===== src/rtl/muldiv_ctrl_pkg.sv =====
// Shared decode constants and FSM state encoding for the HI/LO multiply/divide unit.
// Funct codes are the R-type HI/LO group; everything else is left to the ALU.
package muldiv_ctrl_pkg;

  localparam logic [5:0] OP_RTYPE = 6'h00;

  localparam logic [5:0] FN_MFHI  = 6'h10;
  localparam logic [5:0] FN_MTHI  = 6'h11;
  localparam logic [5:0] FN_MFLO  = 6'h12;
  localparam logic [5:0] FN_MTLO  = 6'h13;
  localparam logic [5:0] FN_MULT  = 6'h18;
  localparam logic [5:0] FN_MULTU = 6'h19;
  localparam logic [5:0] FN_DIV   = 6'h1A;
  localparam logic [5:0] FN_DIVU  = 6'h1B;

  typedef enum logic [1:0] {
    ST_IDLE,
    ST_MUL,
    ST_DIV,
    ST_FIX
  } state_t;

  function automatic logic is_hilo_funct(input logic [5:0] f);
    return f inside {FN_MFHI, FN_MTHI, FN_MFLO, FN_MTLO,
                     FN_MULT, FN_MULTU, FN_DIV, FN_DIVU};
  endfunction

endpackage


===== src/rtl/muldiv_iter.sv =====
// One radix-2 step of the iterative datapath: shift-add multiply or restoring divide.
// The accumulator holds {partial product, multiplier} or {remainder, dividend/quotient}.
module muldiv_iter #(
  parameter int WIDTH = 32
) (
  input  logic                 is_div,
  input  logic [2*WIDTH-1:0]   acc_in,
  input  logic [WIDTH-1:0]     opnd,
  output logic [2*WIDTH-1:0]   acc_out
);

  logic [WIDTH:0]   sum;
  logic [WIDTH:0]   shifted;
  logic [WIDTH-1:0] diff;
  logic             ge;

  assign sum     = {1'b0, acc_in[2*WIDTH-1:WIDTH]} + (acc_in[0] ? {1'b0, opnd} : '0);
  assign shifted = {acc_in[2*WIDTH-1:WIDTH], acc_in[WIDTH-1]};
  assign ge      = shifted >= {1'b0, opnd};
  // When ge holds the true difference is below opnd, so the low WIDTH bits are exact.
  assign diff    = shifted[WIDTH-1:0] - opnd;

  assign acc_out = is_div ? {(ge ? diff : shifted[WIDTH-1:0]), acc_in[WIDTH-2:0], ge}
                          : {sum, acc_in[WIDTH-1:1]};

endmodule


===== src/rtl/muldiv_ctrl.sv =====
// HI/LO multiply/divide controller: decodes HI/LO instructions, sequences 32 datapath
// steps plus a sign-fixup cycle, owns HI/LO and stalls HI/LO instructions while busy.
module muldiv_ctrl
  import muldiv_ctrl_pkg::*;
#(
  parameter int WIDTH = 32
) (
  input  logic             clk,
  input  logic             rst,
  input  logic             valid,
  input  logic [5:0]       opcode,
  input  logic [5:0]       funct,
  input  logic [WIDTH-1:0] rs_val,
  input  logic [WIDTH-1:0] rt_val,
  output logic             stall,
  output logic             busy,
  output logic [WIDTH-1:0] result,
  output logic [WIDTH-1:0] hi,
  output logic [WIDTH-1:0] lo
);

  localparam int CW = $clog2(WIDTH);

  state_t             state, next_state;
  logic [CW-1:0]      count;
  logic [2*WIDTH-1:0] acc, acc_next;
  logic [WIDTH-1:0]   opnd, rs_orig;
  logic               sign_q, sign_r, div_zero, div_mode;
  logic               hilo_op, accept, start_mul, start_div, is_signed;
  logic [WIDTH-1:0]   rs_mag, rt_mag;

  assign hilo_op   = valid && (opcode == OP_RTYPE) && is_hilo_funct(funct);
  assign busy      = (state != ST_IDLE);
  assign stall     = hilo_op && busy;
  assign accept    = hilo_op && !busy;
  assign start_mul = accept && (funct == FN_MULT || funct == FN_MULTU);
  assign start_div = accept && (funct == FN_DIV  || funct == FN_DIVU);
  assign is_signed = (funct == FN_MULT) || (funct == FN_DIV);

  assign rs_mag = (is_signed && rs_val[WIDTH-1]) ? -rs_val : rs_val;
  assign rt_mag = (is_signed && rt_val[WIDTH-1]) ? -rt_val : rt_val;

  assign result = (accept && funct == FN_MFHI) ? hi :
                  (accept && funct == FN_MFLO) ? lo : '0;

  muldiv_iter #(.WIDTH(WIDTH)) u_iter (
    .is_div  (state == ST_DIV),
    .acc_in  (acc),
    .opnd    (opnd),
    .acc_out (acc_next)
  );

  always_ff @(posedge clk) begin
    if (rst) state <= ST_IDLE;
    else     state <= next_state;
  end

  always_comb begin
    next_state = state;
    case (state)
      ST_IDLE: begin
        if (start_mul)      next_state = ST_MUL;
        else if (start_div) next_state = ST_DIV;
      end
      ST_MUL, ST_DIV: begin
        if (count == CW'(WIDTH - 1)) next_state = ST_FIX;
      end
      ST_FIX:  next_state = ST_IDLE;
      default: next_state = ST_IDLE;
    endcase
  end

  always_ff @(posedge clk) begin
    if (rst) begin
      count    <= '0;
      acc      <= '0;
      opnd     <= '0;
      rs_orig  <= '0;
      sign_q   <= 1'b0;
      sign_r   <= 1'b0;
      div_zero <= 1'b0;
      div_mode <= 1'b0;
      hi       <= '0;
      lo       <= '0;
    end else begin
      case (state)
        ST_IDLE: begin
          if (start_mul || start_div) begin
            count    <= '0;
            // Multiply: rs is the multiplicand, rt shifts out from the low half.
            // Divide: rs shifts out as the dividend, rt is the divisor.
            opnd     <= start_mul ? rs_mag : rt_mag;
            acc      <= {{WIDTH{1'b0}}, (start_mul ? rt_mag : rs_mag)};
            rs_orig  <= rs_val;
            sign_q   <= is_signed && (rs_val[WIDTH-1] ^ rt_val[WIDTH-1]);
            sign_r   <= is_signed && rs_val[WIDTH-1];
            div_zero <= (rt_val == '0);
            div_mode <= start_div;
          end else if (accept && funct == FN_MTHI) begin
            hi <= rs_val;
          end else if (accept && funct == FN_MTLO) begin
            lo <= rs_val;
          end
        end
        ST_MUL, ST_DIV: begin
          acc   <= acc_next;
          count <= count + 1'b1;
        end
        ST_FIX: begin
          if (!div_mode) begin
            {hi, lo} <= sign_q ? -acc : acc;
          end else if (div_zero) begin
            lo <= '1;
            hi <= rs_orig;
          end else begin
            lo <= sign_q ? -acc[WIDTH-1:0] : acc[WIDTH-1:0];
            hi <= sign_r ? -acc[2*WIDTH-1:WIDTH] : acc[2*WIDTH-1:WIDTH];
          end
        end
        default: ;
      endcase
    end
  end

endmodule

===== config.mk =====
export PLATFORM = sky130hd
export DESIGN_NAME = muldiv_ctrl
export DESIGN_NICKNAME = d
export VERILOG_FILES = /design/src/rtl/muldiv_ctrl_pkg.sv /design/src/rtl/muldiv_iter.sv /design/src/rtl/muldiv_ctrl.sv
export SDC_FILE = /design/constraint.sdc
export NUM_CORES = 1
export LEC_CHECK = 0
export BUFFER_PORTS_ARGS = -buffer_cell sky130_fd_sc_hd__buf_4
export CORE_MARGIN = 3
export CORE_UTILIZATION = 45
export DETAILED_ROUTE_END_ITERATION = 16
export PLACE_DENSITY = 0.72
export REMOVE_ABC_BUFFERS = 1
export SLEW_MARGIN = 5
export SYNTH_ARGS = -nofsm -noshare
export SYNTH_HDL_FRONTEND = slang
export SYNTH_SLANG_ARGS = --single-unit
export TNS_END_PERCENT = 10

===== constraint.sdc =====
create_clock -name clk -period 3.6 [get_ports clk]
set_input_delay 0.72 -clock clk [delete_from_list [all_inputs] [get_ports clk]]
set_output_delay 0.72 -clock clk [all_outputs]
set_load 0.01 [all_outputs]

==> key figures <==
Finish
  – Final std cell area, no fill: 20300 um2
  – Fraction of the core area covered by cells at the end of the flow: 0.537
  – Layout-stage area growth over the synthesis result: 16.9%
  – Number of non-filler instances in the completed layout: a little over 3000
  – Area taken by multi-input logic gates: roughly 12000 um2
  – Sequential cell area: 4070 um2
  – Number of nets in the finished design: 2708
  – # fillers: ~3700
  – Layout cell share with drive strength beyond 1: 0.147

Flow run
  – Number of max-cap violations: 0

Critical path
  – Crit path largest cell delay: approximately 510 ps
  – FF-to-FF setup slack: about 110 ps
  – Crit Reg-Reg Startpoint: acc[0]
  – CP startpoint kind: flip-flop
  – Maximum net fanout on the critical path: 14
  – Required @ worst endpoint: 4010 ps
  – Buffer and inverter count on the worst path: 1
  – Endpoint kind of the worst setup timing path: flip-flop
  – Crit Path Class: flip-flop to flip-flop
  – Category of cells accounting for the largest share of critical-path delay: compound AO/OA/AOI/OAI gates
  – CP Data Arrival Time: 3890 ps
  – Cells along the critical path: inv_1, nor2_1, ha_1, a21oi_1, nand2_1, o21ai_0, o311a_1, nor2_1, o41ai_1, xnor2_1, a222oi_1, nand2_1
  – R2R cell count: 12
  – Slowest-stage cell, CP: sky130_fd_sc_hd__o21ai_0
  – FF-to-FF End: acc[48]

Synthesis
  – Most used flip-flop cell after synthesis: sky130_fd_sc_hd__dfxtp_1
  – Leading cell type by number of instances after synthesis: sky130_fd_sc_hd__nand2_1
  – Synth top cells by count: sky130_fd_sc_hd__nand2_1 (338), sky130_fd_sc_hd__nor2_1 (276), sky130_fd_sc_hd__a21oi_1 (241), sky130_fd_sc_hd__dfxtp_1 (203), sky130_fd_sc_hd__clkbuf_1 (174)
  – Number of different library cells in the post-synthesis netlist: between 80 and 90
  – Post-Synthesis Mean Instance Area: 7.11 um2
  – Cell area after synthesis: 17400 um2
  – Top cell type by total area after synthesis: sky130_fd_sc_hd__dfxtp_1
  – Cells after synthesis: between 2000 and 2500
  – Number of synthesis warnings: 0
  – Proportion of netlist area held by the largest area contributor: 0.234
  – Seq cells post-synth: 203
  – Sequential cell area fraction in the yosys report: 0.234
  – Cells taking the most area after synthesis: sky130_fd_sc_hd__dfxtp_1 (23%), sky130_fd_sc_hd__nand2_1 (7.3%), sky130_fd_sc_hd__a21oi_1 (6.9%), sky130_fd_sc_hd__nor2_1 (6.0%), sky130_fd_sc_hd__xnor2_1 (5.9%)
  – Number of synthesized flops with an enable pin: 0
  – Async set or reset register ratio after synthesis: 0

Floorplan
  – Effective utilization at floorplan: 0.459
  – Die X-Extent: just over 200 um
  – Die Span Y: just over 200 um
  – Number of rows created at floorplan: between 70 and 80
  – # IOs: around 180
  – Die Area: just over 40000 um2
  – CORE AREA: 37800 um2

Clock network
  – Buffer levels on the longest clock path: 3
  – Number of hold buffers added after CTS: 0
  – Clock network latency to the later pin of the worst-skew pair: around 540 ps
  – Clock tree from TritonCTS: built
  – Num CTS Buffers: 24
  – Library cell used as clock root buffer: sky130_fd_sc_hd__clkbuf_16
  – Clk sink count: about 200
  – H-tree depth: 1
  – Clk pin slew, worst setup/hold paths: 60 ps

GRT
  – Pin count of the biggest net entering global routing: 68
  – Grt met1 use: 0.407
  – Initial antenna violation count: 1
  – Routing usage on met3: 0.0454
  – Routing layer with the top usage in global route: met2
  – Met2 track demand over resource: 0.510
  – Number of global-route vias before repair: between 15000 and 20000
  – Global-route total usage across every layer: 0.311
  – First-pass GRT wire length: between 100000 and 150000 um
  – GRT overflow: 0

Power
  – Share of total power in sequential cells: 0.425
  – P_leak: approximately 8.1 nW
  – Total power divided by cell area: about 260 nW/um2
  – Total internal power: roughly 4.0 mW
  – Part of the total power dissipated in combinational logic: 0.075
  – P_sw: 1.31 mW
  – IR drop worst, VDD: roughly 0.32 mV
  – Switching power as a share of total power: 0.247
  – Part of the power in the clock network: 0.501
  – Overall power: 5.29 mW

Hold path
  – Worst Hold Class: flip-flop to flip-flop
  – Endpoint of the worst hold-timing path: opnd[2]
  – Hold depth: 2
  – Hold Startpoint: opnd[2]

Routing
  – Routed WL: approximately 67000 um
  – Via Count: roughly 20000
  – Remaining number of nets flagged by the antenna check after routing: 0
  – DRT iter0 DRCs: 2320
  – Detail-routed net length per standard cell: between 20 and 25 um
  – Number of vias per cell after detailed routing: around 6.3
  – DR DRC count: 0
  – Pre-antenna DRT Iters: 6

Run status
  – Result of the run: complete, no violations

Timing
  – Min cycle time layout: between 3000 and 4000 ps
  – Final Slew Violations: 0
  – Period utilisation layout: 0.968
  – Min Hold Slack: 450 ps
  – Transition time at the pin with the least slew margin: 1080 ps
  – Final TNS setup: 0 ps
  – Final Hold Fails: 0
  – Setup violators final: 0
  – RSZ-0062 raised after global routing: true
  – Maximum clock skew at final layout: 23.6 ps
  – Highest Clock Rate: roughly 290 MHz
  – Min setup slack post-route: approximately 110 ps
  – Max-Slew Margin vs Limit: 0.279

Place
  – Placed Instance Area: a little under 20000 um2
  – Placed Instances: 3039
  – Worst setup slack after placement: -139 ps
  – Buffers added on ports: 176
  – Final HPWL from detailed placement: 50300 um
  – RD Place Congestion: approximately 0.97
## kinds of logic after synthesis
family,Yosys count,synth area share
simple gates,877,0.230
compound gates,724,0.265
buf+inv,273,0.0603
flops,203,0.234
xor+xnor,196,0.0988
mux,96,0.0572
fa+ha+maj,75,0.0549
## routing by layer
metal  share of wire  vias to the layer above
met5               0                        -
met4           0.052                        0
met3           0.089                      175
met2            0.46                     1073
met1            0.40                     9276
li1                -                     8976
## repair_timing
action	CTS	global route
buffers inserted	0	0
gates resized for setup	0	0
setup endpoints to repair	0	6
## power groups by stage
stage / clock network, mW / registers (mW) / logic, mW
6_report: 2.65 / 2.25 / 0.394
5_1_grt: 2.73 / 2.25 / 0.419
4_1_cts: 2.65 / 2.25 / 0.385
3_5_place_dp: 0 / 2.30 / 0.384
3_3_place_gp: 0 / 2.30 / 0.382
2_1_floorplan: 0 / 2.30 / 0.139
## flip-flops by register name, summed over array words and instances (netlist names), 2 cells and up
| name | flops |
|---|---|
| lo | 32 |
| acc | 64 |
| hi | 32 |
| opnd | 32 |
| count | 5 |
| state | 2 |
| rs_orig | 32 |
## final cells by class
| type | instances | area share |
|---|---|---|
| Antenna cell | 1 | 0.000123 |
| Inverter | 74 | 0.0137 |
| Timing Repair Buffer | 283 | 0.107 |
| Tap cell | 511 | 0.0315 |
| Clock inverter | 6 | 0.00529 |
| Multi-Input combinational cell | 1968 | 0.607 |
| Clock buffer | 35 | 0.0356 |
| Sequential cell | 203 | 0.200 |
## worst max path at each step
stage               startpoint  endpoint  depth (start not counted)
floorplan            opcode[1]   acc[58]                          8
global placement     rt_val[9]  opnd[26]                         10
detailed placement   rt_val[9]  opnd[26]                         10
CTS                     acc[0]   acc[62]                         12
global route            acc[0]   acc[48]                         12
finish                  acc[0]   acc[48]                         12
## worst min-delay path, cell delays in order, from the launching register on
cell and delay (ps):
sky130_fd_sc_hd__dfxtp_1 310, sky130_fd_sc_hd__nand2_1 50, sky130_fd_sc_hd__a21oi_1 50
## layout by cell type (no fill, tap or decap), drive strengths merged, types with 17 or more instances in the layout
cell type and n:
a211oi 85, a21o 19, a21oi 241, a22oi 20, a31oi 21, buf 283, clkbuf 35, dfxtp 203
ha 73, inv 74, mux2 27, mux2i 69, nand2 338, nand2b 21, nand3 40, nor2 276
nor3 58, nor4 17, o211ai 34, o21ai 141, o221ai 41, o31ai 30, or3 18, or4 19
xnor2 117, xor2 79
(Power assumes the default switching activity.)
